<file path="src/rtl/pipe_skid_reg.sv">
// ---------------------------------------------------------------------------
// pipe_skid_reg
//   Two-entry skid pipeline register for a valid/ready stage boundary.
//   The "main" entry drives the downstream outputs directly.
//   The "skid" entry catches one extra upstream entry when downstream stalls.
//   As a result, in_ready depends only on registered state and never on out_ready.
//
// Parameters
//   DATA_W    payload width
//   CTRL_W    control-bit width; control bits read as zero in bubbles
//
// Ports
//   clk       clock, rising edge
//   rst       asynchronous, active-high reset
//   flush     synchronous squash of all held entries (highest priority)
//   in_valid  upstream entry present
//   in_ready  stage can accept an entry this cycle (state != FULL)
//   in_data   upstream payload
//   in_ctrl   upstream control bits
//   out_valid entry presented downstream
//   out_ready downstream accepts the entry this cycle
//   out_data  downstream payload (holds its last value in bubbles)
//   out_ctrl  downstream control bits (zero whenever out_valid = 0)
//   count     entries held: 0, 1 or 2
// ---------------------------------------------------------------------------
module pipe_skid_reg #(
  parameter int DATA_W = 32,
  parameter int CTRL_W = 2
) (
  input  logic              clk,
  input  logic              rst,
  input  logic              flush,
  input  logic              in_valid,
  output logic              in_ready,
  input  logic [DATA_W-1:0] in_data,
  input  logic [CTRL_W-1:0] in_ctrl,
  output logic              out_valid,
  input  logic              out_ready,
  output logic [DATA_W-1:0] out_data,
  output logic [CTRL_W-1:0] out_ctrl,
  output logic [1:0]        count
);

  // The state encoding equals the occupancy, so count is the state register itself.
  typedef enum logic [1:0] {
    ST_EMPTY = 2'd0,
    ST_ONE   = 2'd1,
    ST_FULL  = 2'd2
  } state_t;

  state_t              state_q,     state_d;
  logic [DATA_W-1:0]   main_data_q, main_data_d;
  logic [CTRL_W-1:0]   main_ctrl_q, main_ctrl_d;
  logic [DATA_W-1:0]   skid_data_q, skid_data_d;
  logic [CTRL_W-1:0]   skid_ctrl_q, skid_ctrl_d;

  // Next-state and next-entry computation for the three occupancy states.
  always_comb begin
    state_d     = state_q;
    main_data_d = main_data_q;
    main_ctrl_d = main_ctrl_q;
    skid_data_d = skid_data_q;
    skid_ctrl_d = skid_ctrl_q;

    if (flush) begin
      // Squash everything; data is kept, but control bits are cleared.
      // Clearing the control bits keeps out_ctrl zero for the bubble that follows.
      state_d     = ST_EMPTY;
      main_ctrl_d = {CTRL_W{1'b0}};
      skid_ctrl_d = {CTRL_W{1'b0}};
    end else begin
      case (state_q)
        ST_EMPTY: begin
          if (in_valid) begin
            state_d     = ST_ONE;
            main_data_d = in_data;
            main_ctrl_d = in_ctrl;
          end else begin
            state_d = ST_EMPTY;
          end
        end
        ST_ONE: begin
          if (in_valid && out_ready) begin
            main_data_d = in_data;
            main_ctrl_d = in_ctrl;
          end else if (in_valid) begin
            state_d     = ST_FULL;
            skid_data_d = in_data;
            skid_ctrl_d = in_ctrl;
          end else if (out_ready) begin
            // Draining to empty: zero the control bits so the bubble carries no control.
            state_d     = ST_EMPTY;
            main_ctrl_d = {CTRL_W{1'b0}};
          end else begin
            state_d = ST_ONE;
          end
        end
        ST_FULL: begin
          if (out_ready) begin
            state_d     = ST_ONE;
            main_data_d = skid_data_q;
            main_ctrl_d = skid_ctrl_q;
            skid_ctrl_d = {CTRL_W{1'b0}};
          end else begin
            state_d = ST_FULL;
          end
        end
        default: begin
          // Unreachable encoding: recover to a clean empty stage.
          state_d     = ST_EMPTY;
          main_ctrl_d = {CTRL_W{1'b0}};
          skid_ctrl_d = {CTRL_W{1'b0}};
        end
      endcase
    end
  end

  // State and entry registers with asynchronous active-high reset.
  always_ff @(posedge clk or posedge rst) begin
    if (rst) begin
      state_q     <= ST_EMPTY;
      main_data_q <= {DATA_W{1'b0}};
      main_ctrl_q <= {CTRL_W{1'b0}};
      skid_data_q <= {DATA_W{1'b0}};
      skid_ctrl_q <= {CTRL_W{1'b0}};
    end else begin
      state_q     <= state_d;
      main_data_q <= main_data_d;
      main_ctrl_q <= main_ctrl_d;
      skid_data_q <= skid_data_d;
      skid_ctrl_q <= skid_ctrl_d;
    end
  end

  // Outputs come straight from registers.
  // main_ctrl_q is already zero whenever the stage is empty.
  assign in_ready  = (state_q != ST_FULL);
  assign out_valid = (state_q != ST_EMPTY);
  assign out_data  = main_data_q;
  assign out_ctrl  = main_ctrl_q;
  assign count     = state_q;

endmodule

</file>
<file path="config.mk">
export PLATFORM = sky130hd
export DESIGN_NAME = pipe_skid_reg
export DESIGN_NICKNAME = d
export VERILOG_FILES = /design/src/rtl/pipe_skid_reg.sv
export SDC_FILE = /design/constraint.sdc
export NUM_CORES = 1
export LEC_CHECK = 0
export CAP_MARGIN = 5
export CORE_UTILIZATION = 40
export DETAILED_ROUTE_END_ITERATION = 7
export PLACE_DENSITY = 0.75
export REMOVE_ABC_BUFFERS = 1
export SYNTH_ARGS = -nofsm -noshare
export SYNTH_HDL_FRONTEND = slang
export SYNTH_SLANG_ARGS = --single-unit
</file>
<file path="constraint.sdc">
create_clock -name clk -period 3.6 [get_ports clk]
set_input_delay 0.72 -clock clk [delete_from_list [all_inputs] [get_ports clk]]
set_output_delay 0.72 -clock clk [all_outputs]
set_load 0.05 [all_outputs]
</file>
==> results.md, run 1 <==
Synthesis:
- Of the total synthesized cell area, the portion taken by XOR and XNOR cells is 0.
- In the synthesized netlist the dominant register cell turns out to be sky130_fd_sc_hd__dfrtp_1.
- The share of synthesized flip-flops with an asynchronous set or reset is 1.00.
- Of the total synthesized cell area, the portion taken by AND, OR, NAND and NOR gates is 0.0718.
- Of the post-synthesis cell area, the part taken by muxes is 0.258.
- In the synthesized netlist, the number of instances is 252.
- The main combinational cell family by area after synthesis is multiplexers.
- The register bit count reported by yosys is 70.
- The synthesized-area fraction occupied by ao, oa, aoi and oai cells is 0.0859.
- The mapped netlist covers ~3300 µm².
- The count of flip-flops with a built-in enable after synthesis is 0.
- Synthesis instantiated 27 different standard cells from the library.
- The share of the yosys chip area belonging to registers is 0.535.
- The synthesized-area fraction occupied by adder cells is 0.
- The count of warnings emitted by yosys is 0.
- A synthesized cell averages 13.0 µm².

Clock network:
- TritonCTS built the clock tree.
- The number of gates resized after CTS was 0.
- In this run, post-CTS hold repair placed 0 buffers.
- The number of buffers inserted by post-CTS setup repair is 0.
- In this run, CTS created clock tree buffers numbering 9.
- The H-tree was split into 3 levels.
- The buffer cell driving the clock tree root is sky130_fd_sc_hd__clkbuf_8.
- The number of sinks on the clock net is 70.
- The longest clock path from root to sink contains 2 buffers.
- The clock latency on the worst-skew pair is 0.34 ns.
- Clock-pin slew was measured on the worst setup and hold paths at 0.07 ns.

Layout:
- The synthesis-to-finish area growth is 30.1%.
- The repair_antennas step left the layout with diodes totalling 0.
- The area of all placed cells without fillers is 4260 µm².
- In the final layout, the share of cells above drive strength 1 is 0.211.
- The net total in the final layout is 366.
- Counting the fill cells in the layout gives 691.

Timing:
- Once routing completed, OpenROAD measured the worst setup slack at 0.923 ns.
- The count of final max-slew check failures is 0.
- The setup clock skew after layout is 0.00740 ns.
- The number of failing hold endpoints at the final stage was 0.
- The transition time at the pin with the least slew margin is 0.883 ns.
- Summed over all failing endpoints, the final setup total negative slack is 0 ns.
- The time the worst path needs with I/O delays and setup is 2.68 ns.
- Setup violations remaining at the end of the flow were counted as 0.
- The worst-case headroom to the max-slew limit is 0.411.
- The share of the clock period used by the worst path is 0.744.
- Based on the critical path, the design can be clocked at up to 0.373 GHz.
- Setup repair after global routing left no endpoint under its margin.

Pwr:
- In this run the power spent charging and discharging nets is 811 µW.
- The leakage dissipation is 2.15 nW.
- The share of total power in the clock network is 0.272.
- The power density over the cells is 594 nW/µm².
- Of the total power, registers draw 0.420.
- The internal power component is 1.72 mW.
- The share of total power dissipated in combinational logic is 0.308.
- The proportion of total power due to net switching is 0.320.
- IR analysis of the VDD net gives a maximum drop of 280 µV.

GRT:
- The largest net degree at the start of global routing is 71.
- For met3 alone, demand over resource in global routing was 0.0468.
- The global-route usage over all layers is 0.158.
- The number of antenna violations at the first check in global routing is 0.
- The global-route track usage on met2 is 0.226.
- For this run the aggregate overflow at the end of global routing stands at 0.
- The first global-routing pass estimated 10,300 µm of wire.
- The routing layer with the top usage in global route is met2.
- The fraction of met1 tracks used by global routing is 0.222.
- The number of global-route vias before repair is 2,064.

Floorplanning:
- The floorplan core area is 7810 µm².
- The die boundary width is between 90 and 100 µm.
- The number of primary I/O pins is slightly below 80.
- The full die area is about 8600 µm².
- For this configuration, the core starts out at a cell density of 0.420.
- The die height is 92.5 µm.
- The initialized floorplan defines 32 standard-cell rows.

Route:
- The first routing iteration left 86 violations.
- The count of TritonRoute iterations in the first routing pass is 4.
- The final antenna-violating net count is 0.
- For this run, design rule violations remaining after detail routing come to 0.
- The wire length after detailed routing is 6310 µm.
- The number of vias per cell is 4.81.
- The detailed router placed between 2k and 2.5k vias in this run.
- After detailed routing, the average wire length per cell comes to 14.5 µm.

Worst setup path:
- In this run the worst path has a maximum fanout of 11.
- The type of destination of the critical path is an output port.
- The slowest stage of the critical path belongs to the cell sky130_fd_sc_hd__clkdlybuf4s50_1.
- The startpoint of the worst-slack reg-to-reg timing path is count[1].
- STA classifies the critical path startpoint as a register.
- Traced cell by cell, the critical path runs through or2_2 -> clkdlybuf4s50_1.
- The worst setup path is of the register to output port kind.
- For the worst setup path, the data arrival time is 1.96 ns.
- In this design, the stage delay of the slowest critical-path cell is 0.79 ns.
- The worst register-to-register path has a depth of 5.
- The required time of the worst setup path is 2.88 ns.
- Across all register-to-register paths, the minimum setup slack is 1.42 ns.
- In this run the critical register-to-register path is captured at out_data[22].

Place:
- The congestion estimate from routability-driven global placement came to 0.703.
- OpenSTA, run right after detailed placement, puts the worst setup slack at 0.872 ns.
- The post-placement cell area is 4050 µm².
- The half-perimeter wire length of the detailed placement result is 4150 µm.
- In this run the tool buffered the top-level ports with 76 buffer cells.

Hold path:
- The worst min-delay path endpoint is out_data[25].
- The worst hold path begins at out_data[25].
- Counting instances, the worst hold path has a depth of 2.
- The path class of the lowest-slack min-delay path is register to register.

Status:
- The flow ran to the end, and the final reports show no timing, DRC or antenna violations.

Run:
- The total of max-cap violations is 0.
[final cells by class]
type | instances | area [µm²] | area share
inverters | 3 | 11.3 | 0.00264
repair buffers | 80 | 791 | 0.185
flip-flops and latches | 70 | 1750 | 0.411
clock inverters | 4 | 70.1 | 0.0164
well taps | 102 | 128 | 0.0299
clock buffers | 12 | 145 | 0.0340
multi-input cells | 163 | 1370 | 0.321
[flip-flops by register name, indices dropped and copies added, names as in the netlist]
name         count
out_data        32
skid_ctrl_q      2
skid_data_q     32
count            2
out_ctrl         2
[how the worst max path moves through the flow]
| stage | startpoint | to |
|---|---|---|
| finish | count[1] | out_valid |
| floorplan | count[0] | in_ready |
| global placement | out_ready | out_data[0] |
| global route | count[1] | out_valid |
| detailed placement | out_ready | out_data[20] |
| CTS | count[1] | out_valid |
[metrics by stage]
step           utilization  hold slack, ns  total power, mW  std cells
5_1_grt              0.546           0.513             2.66        434
3_5_place_dp         0.519           0.469             1.86        418
3_3_place_gp         0.519           0.467             1.84        418
6_report             0.546           0.487             2.53        434
2_1_floorplan            -           0.479             1.59        236
4_1_cts              0.546           0.493             2.56        434
[cells in the final DEF (no fill, tap or decap), drive strengths merged, types with 4 or more instances in the layout]
cell type	netlist	final
buf	16	4
clkbuf	0	12
mux2	32	32
mux2i	37	37
clkdlybuf4s50	0	76
dfrtp	70	70
o21ai	32	32
nor2	8	8
nand2	37	37
[Yosys cell counts (2+ instances only)]
library cell | n | share of area
sky130_fd_sc_hd__nand2_1 | 36 | 0.041
sky130_fd_sc_hd__buf_4 | 3 | 0.0069
sky130_fd_sc_hd__or2_2 | 2 | 0.0038
sky130_fd_sc_hd__mux2_2 | 2 | 0.0069
sky130_fd_sc_hd__o21ai_2 | 10 | 0.027
sky130_fd_sc_hd__dfrtp_1 | 70 | 0.53
sky130_fd_sc_hd__mux2_4 | 30 | 0.14
sky130_fd_sc_hd__a22o_1 | 3 | 0.0080
sky130_fd_sc_hd__o2bb2ai_1 | 2 | 0.0053
sky130_fd_sc_hd__o21ai_1 | 22 | 0.034
sky130_fd_sc_hd__nor2_1 | 8 | 0.0092
sky130_fd_sc_hd__buf_6 | 10 | 0.034
sky130_fd_sc_hd__mux2i_1 | 36 | 0.11
sky130_fd_sc_hd__buf_2 | 3 | 0.0046
sky130_fd_sc_hd__inv_1 | 3 | 0.0034
[cells by family after synthesis]
| kind of cell | count (synthesis) |
|---|---|
| buf+inv | 19 |
| compound gates | 42 |
| flops | 70 |
| mux | 69 |
| simple gates | 52 |
[metal layers]
metal | vias to the layer above | routed length [µm] | part of all wire
li1 | 1015 | - | -
met1 | 1001 | 2940 | 0.47
met2 | 64 | 2920 | 0.46
met3 | 7 | 379 | 0.060
met4 | 0 | 79 | 0.013
met5 | - | 0 | 0
[critical path: cells and delay by family (launching register included)]
kind,cells,cell delay [ns]
buffers and inverters,1,0.79
flip-flops,1,0.64
AND/OR/NAND/NOR,1,0.19
[power groups by stage]
stage	registers [mW]	clock network (mW)	logic, mW
after floorplan	1.30	0	0.290
after global placement	1.07	0	0.771
after detailed placement	1.08	0	0.785
after CTS	1.06	0.711	0.789
after global routing	1.08	0.745	0.827
final	1.06	0.689	0.779
(Power assumes the default switching activity.)
==> inputs of run 2 (changes only) <==
- clock period: 3.6 -> 2.7 ns (I/O delays scaled with it)
==> results.md, run 2 (synthesis results as in run 1) <==
Pwr:
- For this design the static power due to leakage is between 2 and 2.5 nW.
- The peak supply drop is 313 µV.
- Dividing total power by cell area gives a power density of approximately 750 nW/µm².
- The overall power of the completed layout is 3.17 mW.

Floorplanning:
- The number of rows created at floorplan is 32.
- The full die area is around 8600 µm².
- The effective utilization at floorplan is 0.420.
- In this run the standard cell core region covers approximately 7800 µm².
- The die boundary width is 92.5 µm.
- The die height is ~93 µm.
- Pin placement for this block handled 77 I/O pins.

Timing:
- After layout, the minimum clock period comes to roughly 2.5 ns.
- The worst-case hold slack is ~0.48 ns.
- The setup clock skew after layout is 0.00548 ns.
- In the finished design, the share of the clock period the worst path needs comes to 0.911.
- The count of final max-slew check failures is 0.
- Setup repair after global routing left no endpoint under its margin.
- The transition time at the pin with the least slew margin is slightly below 0.6 ns.
- The setup violation total in the final timing report is 0.
- The worst pin sits at a relative slew slack of 0.610.
- Adding up every negative setup slack in the final design gives 0 ns.
- The number of failing hold endpoints at the final stage is 0.
- Based on the critical path, the design can be clocked at up to just over 0.4 GHz.
- Setup slack closes at 0.240 ns.

Place:
- The placed cell count is between 400 and 500.
- The total of buffers placed on input and output ports is 76.
- The post-placement cell area is 4090 µm².
- The half-perimeter wire length of the detailed placement result is between 3000 and 4000 µm.
- The congestion estimate from routability-driven global placement came to 0.734.
- The worst-case setup slack after placement is a little under 0.5 ns.

Clock network:
- The number of buffers inserted for hold repair after clock tree synthesis is 0.
- The maximum level of the CTS H-tree is 3.
- The number of sinks on the clock net is 70.
- The clock-pin transition on the worst setup and hold timing paths is approximately 0.06 ns.
- The maximum count of clock buffers along a single path is 2.
- TritonCTS built the clock tree.
- The count of instances resized after the clock tree is built is 0.
- Counting the buffers created by CTS gives 9.
- The number of buffers inserted by post-CTS setup repair is 0.
- The later pin in the worst-skew pair is clocked with a latency of 0.32 ns.
- The buffer cell driving the clock tree root is sky130_fd_sc_hd__clkbuf_8.

Worst setup path:
- The critical path startpoint category is a register.
- Data arrives at the worst endpoint at roughly 1.9 ns.
- For this run, the slowest stage of the critical path takes 0.79 ns.
- The dominant delay contributor by cell family on the critical path is buffers and inverters.
- STA classifies the critical path endpoint as an output port.
- The critical-path cell with the highest stage delay is sky130_fd_sc_hd__clkdlybuf4s50_1.
- Traced cell by cell, the critical path runs through or2_2 -> clkdlybuf4s50_1.
- Along the worst path, the maximum fanout reaches 11.
- The required time of the worst setup path is 2.16 ns.
- Counting both buffers and inverters, the worst setup path holds a total of 1.
- The type of the worst setup path is register to output port.

GRT:
- Across every metal layer, demand over resource in global routing totals 0.150.
- The total overflow reported by the global router is 0.
- The number of antenna violations at the first check in global routing is 0.
- The number of global-route vias before repair is between 2k and 2.5k.
- Entering global routing, the biggest net connects 65 pins.
- The first global-routing pass estimated 10,100 µm of wire.

Layout:
- In the layout the commonest cells are sky130_fd_sc_hd__clkdlybuf4s50_1, sky130_fd_sc_hd__dfrtp_1, sky130_fd_sc_hd__nand2_1, sky130_fd_sc_hd__mux2i_1, sky130_fd_sc_hd__mux2_4.
- The most common cell after layout, fill and taps aside is sky130_fd_sc_hd__clkdlybuf4s50_1.
- The area growth from synthesis to layout is 29.8%.
- The antenna diode instance count is 0.
- The net total in the final layout is 367.
- At the end of the flow the core is filled with cells to 0.545.
- The post-route non-filler standard cell count is 432.
- The fraction of final layout cells with drive strength greater than 1 is 0.215.
- The area of all placed cells without fillers is approximately 4300 µm².

Hold path:
- The path class of the tightest hold or removal check is register to register.

Route:
- The number of vias per cell is 4.81.
- The count of TritonRoute iterations in the first routing pass is 4.
- After detailed routing, the average wire length per cell comes to 13.9 µm.
- For this block, the initial DRC count from the detailed router was 48.
- In this run the remaining antenna-violating nets after routing total 0.
- Summing over every cut layer, the via total after detailed routing is 2,080.
- After detailed routing, the number of remaining DRC violations is 0.
- The wire length after detailed routing is 5990 µm.

Status:
- The run finished with clean final reports.

Run:
- Max-cap violations in this run came to 0.
-- run 2: cell count changes in the layout (fill, tap and decap cells not counted) --
cell and delta:
sky130_fd_sc_hd__buf_12 +3, sky130_fd_sc_hd__buf_4 -1, sky130_fd_sc_hd__clkbuf_8 +1, sky130_fd_sc_hd__clkbuf_1 -2, sky130_fd_sc_hd__clkdlybuf4s50_1 -1, sky130_fd_sc_hd__bufinv_16 -2
-- run 2: final timing paths --
check                                   from              end  slack, ns  depth (start not counted)
worst max-delay path                count[1]        out_valid       0.24                          2
worst min-delay path            out_data[31]     out_data[31]       0.48                          2
worst max register to register      count[1]  skid_data_q[30]       0.97                          5
worst min register to register  out_data[31]     out_data[31]       0.48                          2
max in group asynchronous                rst     out_data[23]       1.52                          3
min in group asynchronous                rst  skid_data_q[11]       0.55                          2
-- run 2: cell type report --
cell class                 instances  area, µm²
fill                             687       3550
timing repair buffer              81        833
clock inverter                     2       10.0
clock buffer                      11        151
inverter                           3       11.3
sequential                        70       1750
multi-input combinational        163       1370
tap                              102        128
-- run 2: power by group --
group	internal, mW	switching [mW]	leakage, nW
Sequential	1.28	0.133	0.869
Combinational	0.476	0.562	1.19
Clock	0.365	0.350	0.0869
Total	2.12	1.05	2.15
-- run 2: per-layer routing --
layer  vias up  part of all wire  GRT usage
met3         8             0.048     0.0337
li1       1027                 -          -
met4         0             0.011     0.0586
met2        51              0.45      0.219
met1       994              0.49      0.216
met5         -                 0          0
-- run 2: worst min-delay path, stage by stage, from the launching register on --
cell                      delay, ns
sky130_fd_sc_hd__dfrtp_1       0.34
sky130_fd_sc_hd__nand2_1       0.06
sky130_fd_sc_hd__o21ai_2       0.05
==> inputs of run 3 (changes only) <==
- CELL_PAD_IN_SITES_DETAIL_PLACEMENT: not set -> 1
- CELL_PAD_IN_SITES_GLOBAL_PLACEMENT: not set -> 1
- PLACE_DENSITY: 0.75 -> 0.89
==> results.md, run 3 (synthesis results as in run 1) <==
Clock network:
- Clock-pin slew was measured on the worst setup and hold paths at 0.08 ns.
- The number of buffers inserted by post-CTS setup repair is 0.
- The maximum level of the CTS H-tree is 3.
- At the later pin of the worst-skew pair, clock insertion delay measures 0.33 ns.
- The number of sinks on the clock net is 70.
- CTS placed an instance of sky130_fd_sc_hd__clkbuf_8 at the clock tree root.
- TritonCTS built the clock tree.
- In this run, CTS created clock tree buffers numbering 9.
- The number of buffers inserted for hold repair after clock tree synthesis is 0.
- The longest clock path from root to sink contains 2 buffers.
- After clock tree synthesis, the repair step resized 0 gates.

Layout:
- In the final layout, the share of cells above drive strength 1 is 0.225.
- The antenna diode instance count is 0.
- Relative to the synthesized area, the layout overhead comes to 31.5%.
- Across the whole layout, storage elements account for between 1500 and 2000 µm².
- The final cell utilization of the core is 0.552.
- The most common cell after layout, fill and taps aside is sky130_fd_sc_hd__clkdlybuf4s50_1.
- The number of fill cells in the layout is 811.
- Summing all multi-input logic gate instances after layout gives 1370 µm².
- After the last flow step, the layout net total stands at 368.
- The post-route non-filler standard cell count is 436.
- The library cells used most frequently in the layout, excluding fill and tap cells, are sky130_fd_sc_hd__clkdlybuf4s50_1, sky130_fd_sc_hd__dfrtp_1, sky130_fd_sc_hd__nand2_1, sky130_fd_sc_hd__mux2i_1, sky130_fd_sc_hd__mux2_4.

Floorplanning:
- The total area inside the core boundary comes to 7810 µm².
- The number of primary I/O pins is 77.
- The initial utilization of the core area, before any placement, comes to 0.420.
- The number of rows created at floorplan is 32.
- The full die area is approximately 8600 µm².
- The die is 92.5 µm tall.
- The die boundary width is 92.5 µm.

Worst setup path:
- The type of destination of the critical path is an output port.
- The critical path startpoint category is a register.
- The critical-path cell with the highest stage delay is sky130_fd_sc_hd__clkdlybuf4s50_1.
- The required time of the worst setup path is 2.16 ns.
- The reg2reg setup slack is just under 0.8 ns.
- Data on the critical path arrives at its endpoint at 1.97 ns.
- The critical path is of the register to output port type.
- In this design, the stage delay of the slowest critical-path cell is 0.79 ns.
- Of all nets on the critical path, the largest fanout is 11.
- The critical path goes through or2_2 -> clkdlybuf4s50_1.

Timing:
- The worst path in the final design needs a cycle of 2.51 ns, including I/O delays and setup.
- The setup clock skew after layout is 0.00560 ns.
- Setup total negative slack on the finished layout was measured at 0 ns.
- Derived from the worst setup path, the maximum achievable clock frequency is 0.399 GHz.
- Setup violations remaining at the end of the flow were counted as 0.
- The count of final max-slew check failures came to 0.
- The number of failing hold endpoints at the final stage is 0.
- The worst pin sits at a relative slew slack of 0.599.
- In the finished design, the share of the clock period the worst path needs comes to 0.928.
- Setup repair after global routing left no endpoint under its margin.
- For the pin with the worst max-slew slack, the measured transition is 0.601 ns.

Pwr:
- In this run the power spent charging and discharging nets is 1.12 mW.
- The peak supply drop is 385 µV.
- The overall power of the completed layout is 3.41 mW.
- The part of the power in registers is 0.417.
- The power density over the cells is around 800 nW/µm².
- The leakage dissipation is between 2 and 2.5 nW.
- Internal power comes to 2.30 mW.
- The share of total power in the clock network is 0.275.
- The proportion of total power due to net switching is 0.327.
- The combinational cell fraction of total power is 0.308.

Place:
- The half-perimeter wire length of the detailed placement result is 4720 µm.
- The total of buffers placed on input and output ports is 76.
- The routability congestion estimate from global placement is 0.741.
- The placed cell count is between 400 and 500.

GRT:
- Entering global routing, the biggest net connects 71 pins.
- The total overflow reported by the global router is 0.
- The global-route usage over all layers is 0.181.
- The number of antenna violations at the first check in global routing is 0.
- The number of global-route vias before repair is 2,333.
- The first global-routing pass estimated ~12,000 µm of wire.

Route:
- For this block, the via count after detailed routing is 2,171.
- Wires add up to slightly below 7000 µm.
- The final antenna-violating net count is 0.
- The average wire per standard cell is 15.9 µm.
- The count of TritonRoute iterations in the first routing pass is 3.
- The detailed router finished its first iteration with 79 violations.
- The number of vias per cell is around 5.
- After detailed routing, the number of remaining DRC violations is 0.

Status:
- The run finished with clean final reports.

Run:
- The tool flagged a number of max-cap violations equal to 0.

Hold path:
- The path class of the tightest hold or removal check is register to register.
-- run 3: cell types whose count changed in the layout (fill, tap and decap cells not counted) --
cell                         previous run  this run
sky130_fd_sc_hd__buf_4                  3         5
sky130_fd_sc_hd__clkbuf_8              11        10
sky130_fd_sc_hd__clkinvlp_4             0         2
sky130_fd_sc_hd__bufinv_16              0         2
sky130_fd_sc_hd__buf_12                 3         2
-- run 3: power groups by stage --
stage               registers [mW]  logic, mW  clock network [mW]
detailed placement            1.44       1.06                   0
finish                        1.42       1.05               0.940
CTS                           1.42       1.06               0.969
global route                  1.45       1.12                1.01
floorplan                     1.74      0.386                   0
global placement              1.42       1.03                   0
-- run 3: path summary, 6_finish.rpt --
check | cells after the start | startpoint | to
max in group asynchronous | 3 | rst | out_ctrl[1]
max reg2reg | 5 | count[1] | out_data[28]
min | 2 | out_data[3] | out_data[3]
max | 2 | count[1] | out_valid
min reg2reg | 2 | out_data[3] | out_data[3]
min in group asynchronous | 3 | rst | skid_ctrl_q[0]
-- run 3: layout make-up --
| cell class | count | share of cell area |
|---|---|---|
| clock buffers | 10 | 0.0319 |
| clock inverters | 6 | 0.0197 |
| inverters | 3 | 0.00261 |
| multi-input cells | 163 | 0.317 |
| flip-flops and latches | 70 | 0.407 |
| well taps | 102 | 0.0296 |
| repair buffers | 82 | 0.192 |
-- run 3: through the flow --
step                      setup WS (ns)  instance area [µm²]  hold WS [ns]
after floorplan                  -0.245                 3130         0.479
after global placement            0.448                 4090         0.462
after detailed placement          0.396                 4090         0.473
after CTS                         0.186                 4310         0.489
after global routing              0.110                 4310         0.521
final                             0.195                 4310         0.483
-- run 3: worst max-delay path: cells and delay by family (launching register included) --
family / cells / cell delay, ns
and+or+nand+nor: 1 / 0.19
DFF: 1 / 0.65
buffers and inverters: 1 / 0.79
-- run 3: per-layer routing --
layer,up-vias,track usage,share of wire
li1,1032,-,-
met3,10,0.0304,0.036
met5,-,0,0
met4,0,0.0664,0.015
met2,51,0.301,0.50
met1,1078,0.237,0.45
